<file path="src/rtl/cpc_meter.sv">
// cpc_meter: windowed peak detector feeding a serial divider that yields cpc.
// Optional CPC_METER_SMOOTH_EN averages each new result with the previous cpc.
module cpc_meter #(
    parameter int VOL_BITS    = 23,
    parameter int CPC_BITS    = 15,
    parameter int NUM_DECIMAL = 8,
    parameter int WINDOW_LOG2 = 10,
    parameter int TARGET      = 1 << 20
) (
    input  logic                       clk,
    input  logic                       rst,
    input  logic                       sample_valid,
    input  logic signed [VOL_BITS-1:0] sample,
    output logic [CPC_BITS-1:0]        cpc,
    output logic                       cpc_en,
    output logic                       cpc_stb,
    output logic                       overrun
);

    localparam int MW = VOL_BITS - 1;
    localparam int NW = MW + NUM_DECIMAL;
    localparam int CW = $clog2(NW);
    localparam logic [MW:0]   TGT  = (MW + 1)'(TARGET);
    localparam logic [CW-1:0] LAST = CW'(NW - 1);
    localparam logic [NW-1:0] QMAX = NW'((1 << CPC_BITS) - 1);

    typedef enum logic [1:0] {
        IDLE,
        DIV,
        DONE
    } state_t;

    state_t                  state_q, state_d;
    logic [MW-1:0]           peak_q, peak_d;
    logic [WINDOW_LOG2-1:0]  cnt_q, cnt_d;
    logic [NW-1:0]           nq_q, nq_d;
    logic [MW-1:0]           rem_q, rem_d;
    logic [CW-1:0]           bit_q, bit_d;
    logic [CPC_BITS-1:0]     cpc_q, cpc_d;
    logic                    en_q, en_d;
    logic                    stb_q, stb_d;
    logic                    ovr_q, ovr_d;

    logic [MW-1:0]       neg;
    logic [MW-1:0]       mag;
    logic [MW-1:0]       win_peak;
    logic                win_end;
    logic [MW:0]         rem_sh;
    logic                ge;
    logic [CPC_BITS-1:0] q_sat;
`ifdef CPC_METER_SMOOTH_EN
    logic [CPC_BITS:0]   sum;
`endif

    // Low bits of the negation only depend on the low bits of the sample.
    assign neg = -sample[MW-1:0];

    always_comb begin
        mag = sample[MW-1:0];
        if (sample[VOL_BITS-1]) begin
            mag = (sample[MW-1:0] == '0) ? {MW{1'b1}} : neg;
        end
    end

    assign win_peak = (mag > peak_q) ? mag : peak_q;
    assign win_end  = sample_valid && (&cnt_q);
    assign rem_sh   = {rem_q, nq_q[NW-1]};
    assign ge       = (rem_sh >= TGT);
    assign q_sat    = (nq_q > QMAX) ? {CPC_BITS{1'b1}} : nq_q[CPC_BITS-1:0];
`ifdef CPC_METER_SMOOTH_EN
    assign sum      = {1'b0, cpc_q} + {1'b0, q_sat};
`endif

    always_comb begin
        state_d = state_q;
        peak_d  = peak_q;
        cnt_d   = cnt_q;
        nq_d    = nq_q;
        rem_d   = rem_q;
        bit_d   = bit_q;
        cpc_d   = cpc_q;
        en_d    = en_q;
        stb_d   = 1'b0;
        ovr_d   = ovr_q;

        if (sample_valid) begin
            cnt_d  = cnt_q + 1'b1;
            peak_d = win_end ? '0 : win_peak;
        end
        if (win_end && state_q != IDLE) begin
            ovr_d = 1'b1;
        end

        unique case (state_q)
            IDLE: begin
                if (win_end) begin
                    nq_d    = {win_peak, {NUM_DECIMAL{1'b0}}};
                    rem_d   = '0;
                    bit_d   = '0;
                    state_d = DIV;
                end
            end
            DIV: begin
                rem_d = MW'(ge ? rem_sh - TGT : rem_sh);
                nq_d  = {nq_q[NW-2:0], ge};
                bit_d = bit_q + 1'b1;
                if (bit_q == LAST) begin
                    state_d = DONE;
                end
            end
            DONE: begin
`ifdef CPC_METER_SMOOTH_EN
                cpc_d = en_q ? CPC_BITS'(sum >> 1) : q_sat;
`else
                cpc_d = q_sat;
`endif
                stb_d   = 1'b1;
                en_d    = 1'b1;
                state_d = IDLE;
            end
            default: state_d = IDLE;
        endcase
    end

    always_ff @(posedge clk) begin
        if (rst) begin
            state_q <= IDLE;
            peak_q  <= '0;
            cnt_q   <= '0;
            nq_q    <= '0;
            rem_q   <= '0;
            bit_q   <= '0;
            cpc_q   <= '0;
            en_q    <= 1'b0;
            stb_q   <= 1'b0;
            ovr_q   <= 1'b0;
        end else begin
            state_q <= state_d;
            peak_q  <= peak_d;
            cnt_q   <= cnt_d;
            nq_q    <= nq_d;
            rem_q   <= rem_d;
            bit_q   <= bit_d;
            cpc_q   <= cpc_d;
            en_q    <= en_d;
            stb_q   <= stb_d;
            ovr_q   <= ovr_d;
        end
    end

    assign cpc     = cpc_q;
    assign cpc_en  = en_q;
    assign cpc_stb = stb_q;
    assign overrun = ovr_q;

endmodule
</file>
<file path="config.mk">
export PLATFORM = sky130hd
export DESIGN_NAME = cpc_meter
export DESIGN_NICKNAME = d
export VERILOG_FILES = /design/src/rtl/cpc_meter.sv
export SDC_FILE = /design/constraint.sdc
export NUM_CORES = 1
export LEC_CHECK = 0
export CAP_MARGIN = 20
export CORE_ASPECT_RATIO = 1.75
export CORE_MARGIN = 4
export CORE_UTILIZATION = 63
export CTS_CLUSTER_DIAMETER = 60
export DETAILED_ROUTE_END_ITERATION = 8
export PLACE_DENSITY = 0.85
export SYNTH_ARGS = -nofsm -noshare
export SYNTH_HDL_FRONTEND = slang
export SYNTH_SLANG_ARGS = --single-unit
</file>
<file path="constraint.sdc">
create_clock -name clk -period 9.9 [get_ports clk]
set_input_delay 1.485 -clock clk [delete_from_list [all_inputs] [get_ports clk]]
set_output_delay 1.485 -clock clk [all_outputs]
set_load 0.01 [all_outputs]
</file>
# Yosys cells after proc, flatten, opt, wreduce, memory -nomap -nowiden
# Index checks and enable logic that the tools add are counted.
# word_totals
regBits	109
latchBits	0
mem_bits_rw	0
rom_bits	0
inputBits	26
out_inout_bits	18
wordCells	47
n_memories	0
# classes
add_sub_neg	4
mul	0
n_div	0
order_cmp	3
eq_ne	5
shifts	0
n_mux	16
bitwise_logic	0
reduce_logical	9
# ops
operator	n
22-bit two-way mux	6
30-bit one-hot mux with 2 select lines	1
22-bit one-hot mux with 2 select lines	1
30-bit by 15-bit greater-than comparator with 1-bit output (second input constant)	1
30-bit two-way mux	1
23-bit by 21-bit greater-or-equal comparator with 1-bit output (second input constant)	1
22-bit greater-than comparator	1
22-bit zero test	1
22-bit negation	1
22-bit by 21-bit subtractor with 22-bit output (second input constant)	1
15-bit two-way mux	1
10-bit by 1-bit adder with 10-bit output (second input constant)	1
5-bit one-hot mux with 2 select lines	1
10-bit AND reduction	1
5-bit by 1-bit adder with 5-bit output (second input constant)	1
5-bit == test (second input constant)	1
5-bit two-way mux	1
2-bit two-way mux	2
2-bit != test (second input constant)	2
2-bit one-hot mux with 2 select lines	1
2-bit AND reduction	2
2-bit nonzero test	2
2-bit by 1-bit == test with 1-bit output (second input constant)	1
2-bit == test (second input constant)	1
other kinds (3)	4

# Depth between registers and ports, before layout
# Gate-level depths: netlist (run 1).
# depth
word_depth	7
depth_mapped	16
ltp_nobuf	15

# Worst setup path before layout (run 1)
# Ideal clock, no wire load.
# synth_timing
kind	input port to flip-flop
startpoint	in sample[0]
endpoint	reg nq_q[28]
setup_ns	0.151
arrival_time_ns	4.780
required_ns	9.749
setup_slack_ns	4.969
path_stages	15
path_buffers	0
path_cell_list	inv_1 > ha_1 > or4b_4 > nor4_4 > a21oi_1 > xnor2_1 > and2_1 > inv_2 > ha_1 > nand4_1 > nor4_1 > and2_1 > a21oi_1 > o21ai_1 > o221ai_1
# synth_between
elab_chain_cells	7
# synth_rtl
item	line_no	source
start, declared	13	input logic signed [VOL_BITS-1:0] sample,
22-bit negation / 22-bit zero test (equally long branches)	56, 61	
22-bit two-way mux	61	mag = (sample[MW-1:0] == '0) ? {MW{1'b1}} : neg;
22-bit two-way mux (*)	60	if (sample[VOL_BITS-1]) begin
22-bit greater-than comparator	65	assign win_peak = (mag > peak_q) ? mag : peak_q;
22-bit two-way mux (*)	65	
30-bit two-way mux (*)	96	if (win_end) begin
30-bit one-hot mux with 2 select lines (*)	94	unique case (state_q)
end signal, assigned	141	nq_q <= nq_d;
end, declared	36	logic [NW-1:0] nq_q, nq_d;
# Mark *: on every way between the ends. The rest lies on a longest branch, timed or not. The select of a mux whose other input is x is not followed.
# A chain may end at the register's enable or synchronous reset.

# Final worst setup path (run 1)
# layout_timing
startpoint	in sample[0]
endpoint	reg peak_q[19]
# layout_between
elab_chain_cells	6
# layout_rtl
item	line_no	source
22-bit negation / 22-bit zero test (equally long branches)	56, 61	
22-bit two-way mux	61	
22-bit two-way mux (*)	60	
22-bit greater-than comparator	65	
22-bit two-way mux (*)	65	
22-bit two-way mux (*)	88	peak_d = win_end ? '0 : win_peak;
end signal, assigned	139	peak_q <= peak_d;
end, declared	34	logic [MW-1:0] peak_q, peak_d;
# Mark *: on every way between the ends. The rest lies on a longest branch, timed or not.

==> results.sh, run 1 <==
export IMPL_reg2regPathDepth=8
export IMPL_min_period_ns=5.930
export IMPL_drv_slew=0
export IMPL_cp_slowest_cell="a21oi_2"
export IMPL_numCtsBuffers=9
export IMPL_design_area_sq_mm=0.006251
export IMPL_portBuffers=43
export IMPL_syn2layout_area_growth_pct=14.90
export IMPL_grt_pass1_wl_microns=21500
export IMPL_synth_most_common_cell="dfxtp_1"
export IMPL_antenna_left=0
export IMPL_drc=0
export IMPL_coreArea_sq_mm=0.008368
export IMPL_post_cts_setup_buffers=0
export IMPL_die_w_microns=78.25
export IMPL_path_delay_family="compound AO/OA/AOI/OAI gates"
export IMPL_grt_antenna_before_repair=0
export IMPL_startpoint="sample[0]"
export IMPL_ys_async_sr_fraction_pct=0
export IMPL_final_cells=747
export IMPL_timing_worst_slew_pin_value_ns=0.9933
export IMPL_multi_input_area_sq_mm=0.002965
export IMPL_grt_max_degree=37
export IMPL_maxCapViolCount=0
export IMPL_timing_hold_violations_final=0
export IMPL_crit_cells=16
export IMPL_routed_via_density=6.435
export IMPL_path_clk_slew_ns=0.06
export IMPL_initial_core_util_pct=65.01
export IMPL_synth_distinct_cells=55
export IMPL_hold_slack_ns=0.4673
export IMPL_cp_max_fo=20
export IMPL_p_leak_nw=2.345
export IMPL_crit_path_start_kind="input port"
export IMPL_final_net_count=680
export IMPL_fin_crit_sh_pct=59.89
export IMPL_endpoint="peak_q[19]$_SDFFE_PP0P_"
export IMPL_critPathArrivalTime_ns=6.22
export IMPL_reg2reg_to="peak_q[19]$_SDFFE_PP0P_"
export IMPL_syn_area_per_cell_sq_um=9.052
export IMPL_rr_startpoint="peak_q[7]$_SDFFE_PP0P_"
export IMPL_drt_iter0_markers=316
export IMPL_cts_resized=0
export IMPL_status="complete, no violations"
export IMPL_drt_pre_antenna_iters=5
export IMPL_max_slew_margin_pct=33.71
export IMPL_yosys_area_top_type="dfxtp_1"
export IMPL_worstHoldPathType="flip-flop to flip-flop"
export IMPL_finalWirelength_microns=13090
export IMPL_antenna_cells=0
export IMPL_rsz0062_at_grt="no"
export IMPL_drive_above_1_share_pct=9.019
export IMPL_syn_nets=654
export IMPL_synth_top_cell_area_share_pct=40.11
export IMPL_max_clock_freq_mhz=168.6
export IMPL_die_y_microns=130.9
export IMPL_vias=4807
export IMPL_tns_ns=0
export IMPL_fp_row_count=44
export IMPL_synthTopCellsByArea="dfxtp_1 (40%), a22o_1 (9.3%), ha_1 (6.2%), nand2_1 (3.4%), o221a_2 (3.1%)"
export IMPL_timing_critical_path_required_ns=10.19
export IMPL_dpl_cell_area_sq_mm=0.005943
export IMPL_ys_seq_area_share_pct=40.11
export IMPL_place_gp_congestion=0.9559
export IMPL_fillers=628
export IMPL_ctsLongestPathBuffers=2
export IMPL_worst_slack_ns=3.970
export IMPL_p_per_area_mw_per_mm2=153.9
export IMPL_hpwl_microns=9815
export IMPL_globalRouteTotalUtil_pct=26.12
export IMPL_ys_seq_elements=109
export IMPL_synth_top_flop_cell="dfxtp_1"
export IMPL_cts_tree="yes"
export IMPL_fp_dieArea_sq_mm=0.01024
export IMPL_seq_area_sq_mm=0.002182
export IMPL_cts_root_buf="clkbuf_16"
export IMPL_ios=44
export IMPL_path_cells="clkdlybuf4s50_1 > inv_1 > ha_1 > or4b_4 > nor3_1 > a41oi_1 > o21ai_0 > inv_1 > ha_1 > nand4_1 > nor4_1 > nand2b_1 > o21bai_1 > buf_4 > a21oi_2 > a22o_1"
export IMPL_grt_pass1_vias=4667
export IMPL_path_buf_inv=4
export IMPL_r2r_slack_ns=6.97
export IMPL_worstSetupEndpointType="flip-flop"
export IMPL_grt_overflow_total=0
export IMPL_place_inst=731
export IMPL_setup_viol=0
export IMPL_ir_drop_mv=0.1075
export IMPL_skew_ns=0.008055
export IMPL_synth_common_cells="dfxtp_1 (109), a22o_1 (58), nand2_1 (49)"
export IMPL_place_ws_ns=3.705
export IMPL_htree_levels=3
export IMPL_netlist_instances=601
export IMPL_synth_edf_count=0
export IMPL_worst_setup_path_type="input port to flip-flop"
export IMPL_cts_sinks=109
export IMPL_clk_latency_ns=0.35
export IMPL_cp_slowest_stage_delay_ns=0.75
export IMPL_netlist_area_sq_mm=0.005440
export IMPL_ys_warn_count=0
export IMPL_postCtsHoldBufs=0
export IMPL_avgRoutedWirePerCell_microns=17.52
## cells by family (layout without fill, tap and decap cells)
family | Yosys count | count (layout) | synth area share, %
fa+ha+maj | 27 | 27 | 6.210
mux | 5 | 5 | 1.035
compound gates | 184 | 184 | 26.17
buf+inv | 78 | 109 | 5.612
flops | 109 | 109 | 40.11
simple gates | 177 | 177 | 17.48
xor+xnor | 21 | 21 | 3.381
## power breakdown
group / leakage, nW / internal, mW / switching [mW]
Sequential: 0.881 / 0.450 / 0.00929
Combinational: 1.31 / 0.0511 / 0.0799
Clock: 0.153 / 0.221 / 0.151
## routing by layer
metal  vias up  part of all wire [%]  global-route usage (%)
li1       2323                     -                       -
met1      2282                    39                   27.27
met2       169                    54                   51.06
met3        33                   4.3                   3.635
met4         0                   2.7                   11.64
met5         -                     0                       0
## flip-flops by register name (all words and copies together), names as in the netlist
name / flops
bit_q: 5
overrun: 1
cpc_en: 1
peak_q: 22
state_q: 2
rem_q: 22
cpc: 15
cpc_stb: 1
cnt_q: 10
nq_q: 30
## through the flow
stage	utilization, %	power (mW)
after global routing	74.70	0.9955
final	74.70	0.9620
after floorplan	-	0.5544
after detailed placement	71.02	0.5969
after global placement	71.02	0.5896
after CTS	74.70	0.9640
## layout by cell type (no fill, tap or decap), drive strengths merged, types with 10 or more instances in the layout
master / Yosys / routed
nand2: 50 / 50
xor2: 12 / 12
dfxtp: 109 / 109
o311ai: 10 / 10
and2: 10 / 10
nor4: 15 / 15
clkbuf: 29 / 11
o21ai: 21 / 21
inv: 41 / 41
a21oi: 25 / 25
o211ai: 14 / 14
nor2: 33 / 33
a22o: 58 / 58
nand3: 11 / 11
clkdlybuf4s50: 0 / 43
a22oi: 12 / 12
nand4: 24 / 24
ha: 27 / 27
o221a: 15 / 15
## how the worst min path moves through the flow
stage                       startpoint                 endpoint  slack [ns]  cells after the start
2_1_floorplan  peak_q[10]$_SDFFE_PP0P_  peak_q[10]$_SDFFE_PP0P_        0.44                      1
3_3_place_gp       cpc_en$_SDFFE_PP0P_      cpc_en$_SDFFE_PP0P_        0.45                      2
3_5_place_dp   peak_q[10]$_SDFFE_PP0P_  peak_q[10]$_SDFFE_PP0P_        0.46                      1
4_1_cts           overrun$_SDFFE_PP0P_     overrun$_SDFFE_PP0P_        0.48                      2
5_1_grt         peak_q[6]$_SDFFE_PP0P_   peak_q[6]$_SDFFE_PP0P_        0.50                      1
6_report          overrun$_SDFFE_PP0P_     overrun$_SDFFE_PP0P_        0.47                      2
## worst register-to-register path, cell delays in order (launching register included)
cell     delay [ns]
dfxtp_1        0.39
inv_1          0.06
ha_1           0.30
and4_1         0.21
and4_1         0.23
and2_1         0.19
a21o_1         0.35
a21oi_2        0.85
a22o_1         0.27
## layout make-up
class	count	share of cell area, %
multi-input combinational	414	47.44
timing repair buffer	52	7.966
clock buffer	11	3.723
inverter	41	2.462
sequential	109	34.91
clock inverter	5	1.201
tap	115	2.302
(Power assumes the default switching activity.)
==> run 2, diff against run 1 <==
--- a/config.mk
+++ b/config.mk
@@ -8,10 +8,10 @@
 export CAP_MARGIN = 20
 export CORE_ASPECT_RATIO = 1.75
 export CORE_MARGIN = 4
-export CORE_UTILIZATION = 63
+export CORE_UTILIZATION = 58
 export CTS_CLUSTER_DIAMETER = 60
 export DETAILED_ROUTE_END_ITERATION = 8
-export PLACE_DENSITY = 0.85
+export PLACE_DENSITY = 0.8
 export SYNTH_ARGS = -nofsm -noshare
 export SYNTH_HDL_FRONTEND = slang
 export SYNTH_SLANG_ARGS = --single-unit
==> constraint.sdc (replaced) <==
create_clock -name clk -period 5.9 [get_ports clk]
set_input_delay 0.885 -clock clk [delete_from_list [all_inputs] [get_ports clk]]
set_output_delay 0.885 -clock clk [all_outputs]
set_load 0.01 [all_outputs]
==> run 2 against run 1 <==
  * Clock skew grew 0.0022 ns
  * Die area grew 7.9%
  * Global-route usage shrank 1.0 points
  * Via count is essentially flat
  * Core utilization shrank 5.2 points
  * Critical path type unchanged
  * First-iteration DRC count shrank 18%
  * Highest routed layer unchanged
  * Final cell count grew 1.7%
  * Sequential power grew 68%
==> results.sh, run 2 (same netlist as run 1, synthesis figures left out) <==
export IMPL_drv_slew=0
export IMPL_p_sw_uw=424.8
export IMPL_drt_pre_antenna_iters=5
export IMPL_worstHoldPathType="flip-flop to flip-flop"
export IMPL_grt_antenna_before_repair=0
export IMPL_initial_core_util_pct=59.82
export IMPL_cp_slowest_stage_delay_ns=0.55
export IMPL_place_gp_congestion=0.8898
export IMPL_grt_overflow_total=0
export IMPL_utilization_pct=69.46
export IMPL_die_w_microns=81.21
export IMPL_final_common_cell="dfxtp_1"
export IMPL_grt_pass1_wl_microns=21860
export IMPL_timing_worst_slew_pin_value_ns=0.7190
export IMPL_drc=0
export IMPL_p_leak_nw=2.380
export IMPL_cp_max_fo=20
export IMPL_max_clock_freq_mhz=202.0
export IMPL_largestRegisters="nq_q x30, peak_q x22, rem_q x22"
export IMPL_path_clk_slew_ns=0.07
export IMPL_portBuffers=43
export IMPL_grt_busiest_layer="met2"
export IMPL_tns_ns=0
export IMPL_syn2layout_area_growth_pct=16.10
export IMPL_p_int_mw=1.192
export IMPL_regMostFlops="nq_q"
export IMPL_cts_tree="yes"
export IMPL_worstSetupEndpointType="flip-flop"
export IMPL_place_inst=743
export IMPL_htree_levels=3
export IMPL_place_ws_ns=0.6083
export IMPL_most_common_layout_cells="dfxtp_1 (109), a22o_1 (58), nand2_1 (49), clkdlybuf4s50_1 (43), inv_1 (37)"
export IMPL_cts_root_buf="clkbuf_16"
export IMPL_grt_met3_usage_pct=3.316
export IMPL_fp_row_count=46
export IMPL_antenna_left=0
export IMPL_use_met2_pct=47.21
export IMPL_worst_slack_ns=0.9504
export IMPL_post_cts_setup_buffers=0
export IMPL_grt_max_degree=32
export IMPL_vias=4809
export IMPL_min_period_ns=4.950
export IMPL_fin_crit_sh_pct=83.89
export IMPL_path_buf_inv=4
export IMPL_final_cells=760
export IMPL_hpwl_microns=9900
export IMPL_antenna_cells=0
export IMPL_clk_latency_ns=0.35
export IMPL_ir_drop_mv=0.1781
export IMPL_coreArea_sq_mm=0.009094
export IMPL_worst_setup_path_type="input port to flip-flop"
export IMPL_status="complete, no violations"
export IMPL_die_y_microns=136.1
export IMPL_finalWirelength_microns=13190
export IMPL_drt_iter0_markers=258
export IMPL_clockPowerShare_pct=38.4
export IMPL_skew_ns=0.01022
export IMPL_largest_register_ffs=30
export IMPL_path_delay_family="simple AND/OR/NAND/NOR gates"
export IMPL_swShare_pct=26.27
export IMPL_path_cells="clkdlybuf4s50_1 > inv_1 > ha_1 > or4b_4 > nor3_1 > a41oi_1 > o21ai_0 > inv_1 > ha_1 > nand4_1 > nor4_1 > and2_1 > a21o_1 > a21oi_1 > buf_4 > a22o_1"
export IMPL_grt_pass1_vias=4730
export IMPL_ctsLongestPathBuffers=2
export IMPL_p_per_area_mw_per_mm2=256.0
export IMPL_rsz0062_at_grt="no"
export IMPL_numCtsBuffers=9
export IMPL_seqPwrFrac_pct=47.6
export IMPL_final_net_count=688
export IMPL_drive_above_1_share_pct=10.31
export IMPL_globalRouteTotalUtil_pct=25.09
export IMPL_cts_resized=0
export IMPL_fp_dieArea_sq_mm=0.01105
export IMPL_setup_viol=0
export IMPL_max_slew_margin_pct=52.06
export IMPL_p_comb_share_pct=14.1
export IMPL_maxCapViolCount=0
export IMPL_timing_hold_violations_final=0
export IMPL_routed_via_density=6.328
export IMPL_cts_sinks=109
export IMPL_ios=44
export IMPL_timing_critical_path_required_ns=6.13
export IMPL_critPathArrivalTime_ns=5.18
export IMPL_crit_path_start_kind="input port"
export IMPL_globalRouteMet1Util_pct=26.10
export IMPL_cp_slowest_cell="nor4_1"
export IMPL_postCtsHoldBufs=0
export IMPL_avgRoutedWirePerCell_microns=17.35
export IMPL_total_power_mw=1.617
-- run 2: changes by cell type in the layout (fill, tap and decap cells not counted), moves of 2 or more --
cell and delta:
buf_4 +8, clkbuf_1 -2, clkinv_2 -2, clkinv_4 +2
-- run 2: worst min-delay path: cells and delay by family (launching register included) --
kind	cells	cell delay (ns)
buf+inv	1	0.05
flops	1	0.31
compound gates	1	0.05
-- run 2: area by class of cell --
class,count,area (sq um)
clock inverters,6,71.32
flip-flops and latches,109,2182
clock buffers,10,239.0
multi-input cells,414,2962
well taps,120,150.1
repair buffers,60,558.0
fillers,753,2778
inverters,41,153.9
-- run 2: final timing paths --
path	startpoint	endpoint	slack, ns	depth (start not counted)
worst min-delay path	overrun$_SDFFE_PP0P_	overrun$_SDFFE_PP0P_	0.45	2
worst max-delay path	sample[0]	peak_q[21]$_SDFFE_PP0P_	0.95	16
worst max register to register	peak_q[21]$_SDFFE_PP0P_	peak_q[21]$_SDFFE_PP0P_	3.27	9
worst min register to register	overrun$_SDFFE_PP0P_	overrun$_SDFFE_PP0P_	0.45	2
-- run 2: layer usage --
metal	share of wire (%)	vias up
li1	-	2331
met1	38	2319
met2	55	128
met3	3.6	31
met4	3.5	0
met5	0	-
-- run 2: per-stage QoR --
stage	hold WS, ns	cell area [sq um]
finish	0.4465	6316
global route	0.4864	6316
CTS	0.4510	6309
detailed placement	0.4420	5998
global placement	0.4368	5991
floorplan	0.4422	5440
-- run 2: power by group through the flow --
stage	Combinational, mW	Sequential (mW)	Clock [mW]
finish	0.227	0.769	0.620
global route	0.251	0.771	0.658
CTS	0.225	0.769	0.626
detailed placement	0.224	0.786	0
global placement	0.215	0.785	0
floorplan	0.149	0.781	0
